--- config.mk ---
export PLATFORM = sky130hd
export DESIGN_NAME = gray_fifo_rd_side
export DESIGN_NICKNAME = d
export VERILOG_FILES = /design/src/rtl/gray_fifo_rd_side.sv
export SDC_FILE = /design/constraint.sdc
export NUM_CORES = 1
export LEC_CHECK = 0
export ABC_AREA = 0
export CORE_AREA = 4 4 50 52
export DETAILED_ROUTE_END_ITERATION = 7
export DIE_AREA = 0 0 54 56
export SYNTH_ARGS = -nofsm -noshare
export SYNTH_HDL_FRONTEND = slang
export SYNTH_SLANG_ARGS = --single-unit
--- constraint.sdc ---
create_clock -name CLK -period 3.8 [get_ports CLK]
set_input_delay 0.76 -clock CLK [delete_from_list [all_inputs] [get_ports CLK]]
set_output_delay 0.76 -clock CLK [all_outputs]
set_load 0.02 [all_outputs]
--- src/rtl/gray_fifo_rd_side.sv ---
// gray_fifo_rd_side: read-side Gray pointer manager (wptr sync copy, rptr, empty/level/err, pop handshake)
module gray_fifo_rd_side #(
  parameter int width = 4,
  parameter int speed = 2
) (
  input  logic             CLK,
  input  logic             RST,
  input  logic [width-1:0] WPTR_G,
  input  logic             RD_READY,
  output logic             RD_VALID,
  output logic [width-2:0] RADDR,
  output logic [width-1:0] RPTR_G,
  output logic             EMPTY,
  output logic [width-1:0] LEVEL,
  output logic             ERR
);
  localparam logic [width-1:0] half = {1'b1, {(width-1){1'b0}}};
  logic [width-1:0] wq_q, rb_q, rptr_q, wb, rb_d;
  logic err_q, pop;
  always_comb begin
    wb = wq_q;
    if (speed == 0)
      for (int i = width - 2; i >= 0; i--) wb[i] = wb[i+1] ^ wq_q[i];
    else
      for (int s = 1; s < width; s = s * 2) wb = wb ^ (wb >> s);
  end
  assign LEVEL    = wb - rb_q;
  assign EMPTY    = LEVEL == '0;
  assign RD_VALID = !EMPTY && !err_q;
  assign RADDR    = rb_q[width-2:0];
  assign RPTR_G   = rptr_q;
  assign ERR      = err_q;
  assign pop      = RD_VALID && RD_READY;
  assign rb_d     = pop ? rb_q + width'(1) : rb_q;
  always_ff @(posedge CLK) begin
    if (RST) begin
      wq_q   <= '0;
      rb_q   <= '0;
      rptr_q <= '0;
      err_q  <= 1'b0;
    end else begin
      wq_q   <= WPTR_G;
      rb_q   <= rb_d;
      rptr_q <= rb_d ^ (rb_d >> 1);
      err_q  <= err_q || (LEVEL > half);
    end
  end
endmodule

==> Word-level counts from Yosys, hierarchy flattened <==
Cells that the tools add are included.
{ "op_classes": {"order_cmp": 1, "add_sub_neg": 2, "mux": 1, "n_reduce_logical": 6, "n_bitwise": 3} }
{ "ops": {"columns": ["op", "n"], "rows": [
  ["bitwise XOR 4 x 3 -> 4 bit", 2],
  ["adder 4 x 1 -> 4 bit (second input constant)", 1],
  ["> comparator 4 bit (second input constant)", 1],
  ["logical NOT 4 bit", 1],
  ["2-to-1 mux 4 bit", 1],
  ["subtractor 4 bit", 1],
  ["bitwise XOR 4 x 2 -> 4 bit", 1],
  ["logical AND 1 bit", 2],
  ["logical NOT 1 bit", 2],
  ["logical OR 1 bit", 1]
]} }
{ "word_totals": {"register_bits": 13, "elab_cells": 17, "input_bits": 7} }

==> Depth between registers and ports, before layout <==
Gate-level depths: netlist of the first run.
{ "logic_depth": {"word_depth": 9, "mapped_depth": 11, "ltp_nobuf": 10} }

==> Worst setup path after synthesis of the first run <==
OpenSTA, ideal clock, no wires.
{ "synth_timing": {"path_type": "register -> output", "from": "reg wq_q[3]", "to": "out RD_VALID", "required_ns": 3.040, "stages_incl_launch_ff": 10, "path_buffers": 0, "path_slack_ns": 0.438, "arrival_ns": 2.602, "path_cell_list": "dfxtp_1 -> xor2_1 -> xnor2_1 -> xor2_1 -> ha_1 -> fa_1 -> xnor2_1 -> or3_4 -> nor2_1 -> nor2_1"} }
{ "synth_via": {"elab_chain_cells": 6} }
{ "synth_lines": {"columns": ["element", "line", "source"], "rows": [
  ["start: declaration", "18", "logic [width-1:0] wq_q, rb_q, rptr_q, wb, rb_d;"],
  ["start signal: assignment", "37", "wq_q <= '0;"],
  ["start signal: assignment", "42", "wq_q <= WPTR_G;"],
  ["bitwise XOR 4 x 3 -> 4 bit", "25", "for (int s = 1; s < width; s = s * 2) wb = wb ^ (wb >> s);"],
  ["bitwise XOR 4 x 2 -> 4 bit", "25", null],
  ["subtractor 4 bit", "27", "assign LEVEL = wb - rb_q;"],
  ["named net LEVEL[2]", "14", "output logic [width-1:0] LEVEL,"],
  ["logical NOT 4 bit", "28", "assign EMPTY = LEVEL == '0;"],
  ["named net EMPTY", "13", "output logic EMPTY,"],
  ["logical NOT 1 bit", "29", "assign RD_VALID = !EMPTY && !err_q;"],
  ["logical AND 1 bit", "29", null],
  ["end: declaration", "10", "output logic RD_VALID,"]
]} }
The timed path passes the listed nets, and every way through them passes these cells.

==> Worst setup path after layout of the first run <==
{ "layout_timing": {"from": "reg wq_q[3]", "to": "out EMPTY"} }
{ "layout_via": {"elab_chain_cells": 4} }
{ "layout_lines": {"columns": ["element", "line"], "rows": [
  ["bitwise XOR 4 x 3 -> 4 bit", "25"],
  ["bitwise XOR 4 x 2 -> 4 bit", "25"],
  ["subtractor 4 bit", "27"],
  ["logical NOT 4 bit", "28"],
  ["end: declaration", "13"]
]} }
No other way between the ends.

==> summary.txt, run 1 <==
Run status
  – Status: completed

Worst setup path
  – Worst Setup End Kind: output pin
  – Worst Path Max Fanout: 3
  – Worst path arrival time: about 2800 ps
  – Startpoint types: register
  – Crit Path Class: register to output pin
  – Worst Path Required: slightly above 3000 ps

Global route
  – GR Util All Layers: 0.0989
  – Vias in the first global route: roughly 520
  – Largest net degree at the start of global routing: 17
  – Antenna violations before repair: 0
  – First-pass GRT wire length: between 2 and 2.5 mm
  – GRT overflow: 0

Timing
  – Setup repair after global routing missed its margin: no
  – Final Critical Period: between 3000 and 4000 ps
  – Final Cycle Share: 0.924
  – Worst clock skew: around 0.77 ps
  – TNS Setup: 0 ps
  – Slew HR: 0.642
  – Worst-margin pin slew: about 540 ps
  – Setup Viol. Count Final: 0
  – F_max: 285 MHz
  – Slew Limit Fails: 0
  – Final hold violation count: 0

Synth
  – Ys async rst share: 0
  – Post-synthesis cell count: 80
  – Syn Area/Cell: about 9 um^2
  – Post-Syn Area: 707 um^2
  – Yosys top cell area share: 0.340
  – Main synth FF type: dfxtp_1
  – Post-synth top area cell: dfxtp_1
  – Top post-synthesis cells by count: dfxtp_1 (12), nor2_1 (8), nand2_1 (7)
  – Ys Warns: 0
  – Top post-synthesis cells by area: dfxtp_1 (34%), ha_1 (7.1%), xnor2_1 (6.2%), nor2b_1 (5.3%), xor2_1 (5.0%)
  – Most numerous cell in the Yosys netlist: dfxtp_1
  – Post-synthesis sequential area ratio: 0.340
  – Number of flops mapped to enable cells by yosys: 0
  – Syn nets: just over 90
  – Synth Register Bits: 12
  – Netlist cell types: 28

Floorplanning
  – Die Area: 3020 um^2
  – Die X: 54 um
  – Die Ht: around 56 um
  – Initial core utilization: 0.336
  – Row count: 17
  – Core Box Area: 2110 um^2
  – I/O Pins: 21

Worst hold path
  – Worst min-delay path category: register to register

Pwr
  – Total power after layout: between 500 and 600 uW
  – Internal power: 332 uW
  – Sw Ratio: 0.376
  – Maximum vdd drop: between 0.2 and 0.3 mV
  – Comb power frac: 0.501
  – Switch Pwr: between 200 and 250 uW
  – LEAKAGE: approximately 0.43 nW
  – Clk pwr share: 0.189
  – Pwr/cell area: 546 nW/um^2
  – Flop pwr share: 0.310

Clock tree
  – CTS hold repair buffers: 0
  – Setup Fix Bufs, Post-CTS: 0
  – Worst-path clk slew: roughly 80 ps
  – Clk sinks: 12
  – Clock Tree Buf Depth: 2
  – CTS tree: built
  – Htree depth: 1
  – Later-pin clock latency in the skew report: 270 ps
  – Root Buffer: clkbuf_4
  – Cts bufs inserted: 3

Final layout
  – Area grow syn2layout: 38.1%
  – Sequential Area: around 240 um^2
  – Diode count: 0
  – Fin area: 976 um^2
  – Area of the multi-input gates: about 440 um^2
  – Share of cells above drive strength 1: 0.109
  – Filler Cell Count: 200
  – Layout Nets: ~110

Placement
  – Gp weighted congestion: between 0.7 and 0.8
  – Placed cell areas: approximately 920 um^2
  – Port Buffers: 20
  – DP HPWL: ~1.0 mm

Detailed routing
  – Routed Antenna Nets: 0
  – Wire per inst: 10.1 um
  – Via density: approximately 4.4
  – Vias: 572
  – Drt total wl: around 1.3 mm
  – Initial DRC Count: 3
  – Residual DRC count: 0
  – DR pass1 iterations: 3

Flow run
  – Max cap viols: 0
==> per-layer routing <==
metal | wire length, um | up-vias | track usage
met5 | 0 | - | 0
met4 | 17 | 0 | 0.0676
met3 | 97 | 2 | 0.0375
met2 | 639 | 14 | 0.156
met1 | 545 | 249 | 0.105
li1 | - | 307 | -
==> cells in the final DEF, fill, tap and decap left out, types with 3 or more instances in the layout <==
master           count
a21oi_1              3
ha_1                 4
xnor2_1              4
xor2_1               3
clkbuf_4             3
nor2_1               8
inv_1                6
nand2_1              7
nor2b_1              6
clkdlybuf4s50_1     18
dfxtp_1             12
==> worst paths after layout <==
kind	slack, ps	startpoint	cells past startpoint	endpoint
min	540	ERR$_SDFF_PP0_	2	ERR$_SDFF_PP0_
min reg2reg	540	ERR$_SDFF_PP0_	2	ERR$_SDFF_PP0_
max reg2reg	770	wq_q[3]$_SDFF_PP0_	10	rb_q[3]$_SDFF_PP0_
max	290	wq_q[3]$_SDFF_PP0_	9	EMPTY
==> worst max-delay path, stage by stage (launching register included) <==
cell and delay, ps:
dfxtp_1 400, xor2_2 220, xnor2_2 170, xor2_1 100, ha_1 210, fa_1 480, inv_1 50, or3_4 390
nor2_1 120, dlygate4sd2_1 350
==> flip-flops by register name (all words and copies together) (netlist names) <==
register / count
ERR: 1
wq_q: 4
RPTR_G: 3
rb_q: 4
==> power groups by stage <==
stage	logic, mW	clock network [mW]	registers [mW]
floorplan	0.161	0	0.179
global placement	0.271	0	0.168
detailed placement	0.271	0	0.168
CTS	0.271	0.107	0.166
global route	0.293	0.114	0.169
finish	0.267	0.101	0.165
==> through the flow <==
stage / setup slack, ps / hold slack (ps) / std cells / utilization
after detailed placement: 195 / 521 / 125 / 0.439
after CTS: 18.8 / 544 / 129 / 0.462
after floorplan: 439 / 593 / 80 / -
after global placement: 266 / 515 / 125 / 0.439
after global routing: 134 / 563 / 129 / 0.463
final: 289 / 535 / 129 / 0.463
==> kinds of logic (layout without fill, tap and decap cells) <==
logic type	count (synthesis)	after routing	share of synthesized area
muxes	3	3	0.0442
DFF	12	12	0.340
buffers and inverters	9	30	0.0584
adders and majority gates	5	5	0.0991
and+or+nand+nor	33	33	0.262
AOI/OAI and AO/OA	9	9	0.0850
xor gates and xnor gates	9	9	0.111
==> final cells by class <==
| type | instances | area share |
|---|---|---|
| Multi-Input combinational cell | 59 | 0.451 |
| Sequential cell | 12 | 0.246 |
| Clock buffer | 4 | 0.0372 |
| Tap cell | 28 | 0.0359 |
| Timing Repair Buffer | 20 | 0.206 |
| Inverter | 6 | 0.0231 |
==> what timing repair did <==
action | in CTS | in global routing
resized for setup | 3 | 1
endpoints found under the setup margin | 2 | 1
pin swaps | 0 | 1
Power figures use the tool's default switching activity.
==> run 2, diff against run 1 <==
--- a/config.mk
+++ b/config.mk
@@ -6,9 +6,10 @@
 export NUM_CORES = 1
 export LEC_CHECK = 0
 export ABC_AREA = 0
-export CORE_AREA = 4 4 50 52
+export CORE_AREA = 8 8 54 56
 export DETAILED_ROUTE_END_ITERATION = 7
-export DIE_AREA = 0 0 54 56
+export DIE_AREA = 0 0 62 64
+export SLEW_MARGIN = 20
 export SYNTH_ARGS = -nofsm -noshare
 export SYNTH_HDL_FRONTEND = slang
 export SYNTH_SLANG_ARGS = --single-unit
==> summary.txt, run 2 (synthesis results as in run 1) <==
Timing
  – Final hold violation count: 0 (unchanged)
  – Final Cycle Share: 0.935 (+0.0111)
  – Worst clock skew: 3.39 ps (+2.61 ps)
  – Final Critical Period: 3550 ps (+42.1 ps)
  – F_max: 281 MHz (-1.2%)
  – Worst-margin pin slew: 542 ps (+6.80 ps)
  – Setup repair after global routing missed its margin: no
  – TNS Setup: 0 ps (unchanged)
  – Final hold slack: 538 ps (+3.21 ps)
  – Slew HR: 0.638 (-0.00455)
  – Slew Limit Fails: 0 (unchanged)
  – Setup Viol. Count Final: 0 (unchanged)

Final layout
  – Layout Nets: 115 (+0.88%)
  – Most frequent cells in the layout: clkdlybuf4s50_1 (18), dfxtp_1 (12), nor2_1 (8)
  – Filler Cell Count: 212 (+6.0%)
  – Commonest non-fill, non-tap cell in the layout: clkdlybuf4s50_1
  – Diode count: 0 (unchanged)
  – Area grow syn2layout: 39.1%
  – Share of cells above drive strength 1: 0.118 (+0.00874)
  – Layout Utilization: 0.467 (+0.00357)

Global route
  – Antenna violations before repair: 0 (unchanged)
  – GRT overflow: 0 (unchanged)
  – GR Util All Layers: 0.0823 (-0.0166)
  – Largest net degree at the start of global routing: 17 (unchanged)
  – Vias in the first global route: 544 (+5.6%)
  – First-pass GRT wire length: 2.46 mm (+15%)

Worst setup path
  – R2R cell count: 10 (unchanged)
  – Worst R2R Setup Slack: 730 ps (-40 ps)
  – Worst path arrival time: 2790 ps (+40 ps)
  – Worst r2r src: wq_q[3]$_SDFF_PP0_
  – Crit Path Class: register to output pin
  – RR Endpoint: rb_q[3]$_SDFF_PP0_
  – Worst Setup End Kind: output pin
  – Startpoint types: register
  – Worst Path Required: 3040 ps (about the same)
  – Worst Path Max Fanout: 3 (unchanged)

Floorplanning
  – Die Ht: 64 um (+14%)
  – I/O Pins: 21 (unchanged)
  – Row count: 17 (unchanged)
  – Initial core utilization: 0.336 (unchanged)
  – Die Area: 3970 um^2 (+31%)
  – Core Box Area: 2110 um^2 (unchanged)
  – Die X: 62 um (+15%)

Placement
  – Gp weighted congestion: 0.711 (-2.4%)
  – DP HPWL: 1.10 mm (+8.0%)
  – Port Buffers: 20 (unchanged)

Detailed routing
  – Routed Antenna Nets: 0 (unchanged)
  – Met1 Wirelength: 645 um (+18%)
  – Routed wl met2: 663 um (+3.8%)
  – Residual DRC count: 0 (unchanged)
  – Via density: 4.52 (+1.8%)
  – Wire per inst: 11.2 um (+11%)
  – DR pass1 iterations: 4 (+1)
  – Vias: 587 (+2.6%)
  – Highest metal used: met4
  – Initial DRC Count: 7 (+4)
  – Drt total wl: 1.45 mm (+12%)
  – Met3 routed WL: 115 um (+19%)

Worst hold path
  – Worst Hold End: ERR$_SDFF_PP0_
  – Hold Startpoint: ERR$_SDFF_PP0_
  – Worst min-delay path category: register to register
  – Worst Hold Depth: 2 (unchanged)

Clock tree
  – Clk sinks: 12 (unchanged)
  – Clock Tree Buf Depth: 2 (unchanged)
  – Cts bufs inserted: 3 (unchanged)
  – Worst-path clk slew: 80 ps (about the same)
  – Root Buffer: clkbuf_4
  – Htree depth: 1 (unchanged)
  – Later-pin clock latency in the skew report: 270 ps (about the same)
  – CTS tree: built

Run status
  – Status: completed

Pwr
  – Pwr/cell area: 547 nW/um^2 (+0.12%)
  – Total power after layout: 538 uW (+0.89%)
  – Maximum vdd drop: 0.283 mV (+8.6%)
  – LEAKAGE: 0.433 nW (+1.2%)

Flow run
  – Max cap viols: 0 (unchanged)
## run 2: worst max-delay path by stage
stage                     slack [ps]          startpoint        to  depth (start not counted)
after floorplan                  440  wq_q[3]$_SDFF_PP0_  RD_VALID                          9
after global placement           270  wq_q[3]$_SDFF_PP0_     EMPTY                          9
after detailed placement         200  wq_q[3]$_SDFF_PP0_     EMPTY                          9
after CTS                         40  wq_q[3]$_SDFF_PP0_  RD_VALID                         10
after global routing             110  wq_q[3]$_SDFF_PP0_     EMPTY                          9
final                            250  wq_q[3]$_SDFF_PP0_     EMPTY                          9
## run 2: stage by stage
stage,setup slack (ps),cell area [um^2],cells
after floorplan,439,707,80
after CTS,38.2,973,129
after detailed placement,197,923,125
final,247,983,130
after global placement,266,923,125
after global routing,106,983,130
## run 2: area by class of cell
| type | count | area (um^2) | area share |
|---|---|---|---|
| Multi-Input combinational cell | 59 | 440 | 0.448 |
| Tap cell | 28 | 35.0 | 0.0356 |
| Inverter | 6 | 22.5 | 0.0229 |
| Sequential cell | 12 | 240 | 0.244 |
| Timing Repair Buffer | 21 | 209 | 0.212 |
| Clock buffer | 4 | 36.3 | 0.0369 |
## run 2: critical path, cell delays in order (launching register included)
cell and delay, ps:
dfxtp_1 400, xor2_2 230, xnor2_2 180, xor2_1 110, ha_1 210, fa_1 480
inv_1 50, or3_4 390, nor2_1 130, dlygate4sd2_1 350
## run 2: routing by layer
layer  vias to the layer above  global-route usage
li1                        306                   -
met1                       260              0.0930
met2                        17               0.128
met3                         4              0.0320
met4                         0              0.0427
met5                         -                   0
## run 2: power by group
part	switching (mW)	internal, mW	leakage, nW
combinational	0.138	0.132	0.313
clock	0.0426	0.0582	0.0210
sequential	0.0229	0.143	0.0987
## run 2: timing repair
action                                 in CTS  in global routing
gates resized for setup                     3                  1
buffers inserted                            0                  1
hold buffers                                0                  0
pin swaps                                   0                  1
setup endpoints to repair                   2                  1
endpoints found under the hold margin       0                  0
==> run 3, diff against run 2 <==
--- a/config.mk
+++ b/config.mk
@@ -6,9 +6,10 @@
 export NUM_CORES = 1
 export LEC_CHECK = 0
 export ABC_AREA = 0
-export CORE_AREA = 8 8 54 56
+export CORE_AREA = 8 8 52 54
 export DETAILED_ROUTE_END_ITERATION = 7
-export DIE_AREA = 0 0 62 64
+export DIE_AREA = 0 0 60 62
+export PLACE_DENSITY = 0.68
 export SLEW_MARGIN = 20
 export SYNTH_ARGS = -nofsm -noshare
 export SYNTH_HDL_FRONTEND = slang
==> constraint.sdc (replaced) <==
create_clock -name CLK -period 3.1 [get_ports CLK]
set_input_delay 0.62 -clock CLK [delete_from_list [all_inputs] [get_ports CLK]]
set_output_delay 0.62 -clock CLK [all_outputs]
set_load 0.02 [all_outputs]
==> summary.txt, run 3 (synthesis results as in run 1) <==
Run status
  – Status: finished, violations left
  – Failing checks: negative setup slack

Clock tree
  – Htree depth: 1 (unchanged)
  – Clock Tree Buf Depth: 2 (unchanged)
  – Root Buffer: clkbuf_4
  – Cts bufs inserted: 3 (unchanged)
  – CTS hold repair buffers: 0 (unchanged)
  – Later-pin clock latency in the skew report: 270 ps (about the same)
  – Clk sinks: 12 (unchanged)
  – Worst-path clk slew: 80 ps (about the same)
  – CTS tree: built

Floorplanning
  – I/O Pins: 21 (unchanged)
  – Die Ht: 62 um (-3.1%)
  – Die Area: 3720 um^2 (-6.3%)
  – Initial core utilization: 0.372 (+0.0360)
  – Die X: 60 um (-3.2%)
  – Core Box Area: 1900 um^2 (-9.7%)
  – Row count: 16 (-1)

Detailed routing
  – Vias: 625 (+6.5%)
  – Residual DRC count: 0 (unchanged)
  – Drt total wl: 1.54 mm (+5.7%)
  – Wire per inst: 11.0 um (-1.1%)
  – Initial DRC Count: 19 (+12)
  – Via density: 4.50 (-0.42%)
  – Routed Antenna Nets: 0 (unchanged)
  – DR pass1 iterations: 4 (unchanged)

Placement
  – Placed insts: 134 (+7.2%)
  – DP HPWL: 1.19 mm (+7.9%)
  – Gp weighted congestion: 0.730 (+2.6%)
  – Port Buffers: 20 (unchanged)
  – Placed cell areas: 1010 um^2 (+9.1%)

Timing
  – Worst-margin pin slew: 547 ps (+5.42 ps)
  – PnR worst setup slack: -3.27 ps (-250 ps)
  – Worst clock skew: 4.41 ps (+1.03 ps)
  – Setup repair after global routing missed its margin: yes
  – Slew Limit Fails: 0 (unchanged)
  – Final Cycle Share: 1.00
  – Final hold slack: 527 ps (-11.3 ps)
  – Slew HR: 0.634 (-0.00362)
  – F_max: about 320 MHz
  – Final Critical Period: between 3000 and 4000 ps
  – Final hold violation count: 0 (unchanged)
  – Setup Viol. Count Final: 1 (+1)

Global route
  – GRT overflow: 0 (unchanged)
  – GR Util All Layers: 0.0931 (+0.0109)
  – Vias in the first global route: 594 (+9.2%)
  – Antenna violations before repair: 0 (unchanged)
  – First-pass GRT wire length: 2.55 mm (+3.7%)
  – Largest net degree at the start of global routing: 17 (unchanged)

Final layout
  – Layout Nets: 125 (+8.7%)
  – Commonest non-fill, non-tap cell in the layout: clkdlybuf4s50_1
  – Diode count: 0 (unchanged)
  – Finished Layout Cells: 139 (+6.9%)
  – Area grow syn2layout: 51.1%
  – Share of cells above drive strength 1: 0.259 (+0.141)
  – Most frequent cells in the layout: clkdlybuf4s50_1 (15), buf_4 (11), dfxtp_1 (10)
  – Fin area: 1070 um^2 (+8.7%)

Pwr
  – Total power after layout: 699 uW (+30%)
  – Switch Pwr: 262 uW (+29%)
  – Pwr/cell area: 654 nW/um^2 (+20%)
  – LEAKAGE: 0.486 nW (+12%)
  – Comb power frac: 0.554 (+0.051)
  – Sw Ratio: 0.375 (-0.00352)
  – Flop pwr share: 0.271 (-0.038)
  – Maximum vdd drop: 0.314 mV (+11%)
  – Clk pwr share: 0.174 (-0.013)
  – Internal power: 436 uW (+31%)

Worst setup path
  – Startpoint types: register
  – Worst-path cell chain: xor2_4 -> xnor2_2 -> xor2_1 -> ha_2 -> fa_1 -> inv_1 -> or3_4 -> nor2_2 -> nor2_1 -> buf_2
  – Worst Path Required: 2480 ps (-560 ps)
  – Crit Path Class: register to output pin
  – Crit. Startpoint: wq_q[2]$_SDFF_PP0_
  – Largest stage delay, worst path: 480 ps (about the same)
  – Worst Path Max Fanout: 2 (-1)
  – Worst Setup End Kind: output pin
  – Worst path arrival time: 2480 ps (-310 ps)
  – Crit-path slowest cell: fa_1
  – Worst R2R Setup Slack: 160 ps (-570 ps)
  – Worst r2r src: wq_q[2]$_SDFF_PP0_

Worst hold path
  – Worst min-delay path category: register to register
  – Hold Startpoint: ERR$_SDFF_PP0_

Flow run
  – Max cap viols: 0 (unchanged)
-- run 3: worst paths after layout --
path                           to  cells after the start
min                ERR$_SDFF_PP0_                      2
max reg2reg  RPTR_G[1]$_SDFF_PP0_                     12
max                      RD_VALID                     10
min reg2reg        ERR$_SDFF_PP0_                      2
-- run 3: per-layer routing --
metal / routed length (um) / global-route usage / vias up
met2: 788 / 0.172 / 24
met4: 0 / 0.0306 / 0
li1: - / - / 325
met5: 0 / 0 / -
met3: 127 / 0.0473 / 0
met1: 619 / 0.0874 / 276
-- run 3: area by class of cell --
type / instances / area [um^2]
Fill cell: 171 / 833
Multi-Input combinational cell: 59 / 464
Timing Repair Buffer: 31 / 269
Sequential cell: 12 / 243
Clock buffer: 4 / 36.3
Tap cell: 27 / 33.8
Inverter: 6 / 22.5
-- run 3: stage by stage --
stage	utilization	setup slack [ps]	setup TNS (ps)
global placement	0.530	-131	-228
detailed placement	0.530	-216	-399
global route	0.562	-103	-178
floorplan	-	10.2	0
finish	0.562	-3.27	-3.27
CTS	0.556	-2.23	-2.23
-- run 3: power by group through the flow --
stage	Sequential [mW]	Combinational [mW]	Clock, mW
2_1_floorplan	0.219	0.204	0
4_1_cts	0.189	0.389	0.124
3_5_place_dp	0.191	0.404	0
6_report	0.190	0.387	0.122
5_1_grt	0.192	0.418	0.136
3_3_place_gp	0.191	0.401	0
-- run 3: what timing repair did --
item / CTS / global route
endpoints found under the setup margin: 5 / 2
pin swaps: 1 / 0
gates resized for setup: 16 / 1
buffers inserted: 1 / 0
-- run 3: critical path, delay by kind of cell, from the launching register on --
family | cells | cell delay (ps)
XOR/XNOR | 3 | 490
adder cells (fa/ha/maj) | 2 | 670
buffers and inverters | 2 | 200
flip-flops | 1 | 350
AND/OR/NAND/NOR | 3 | 510
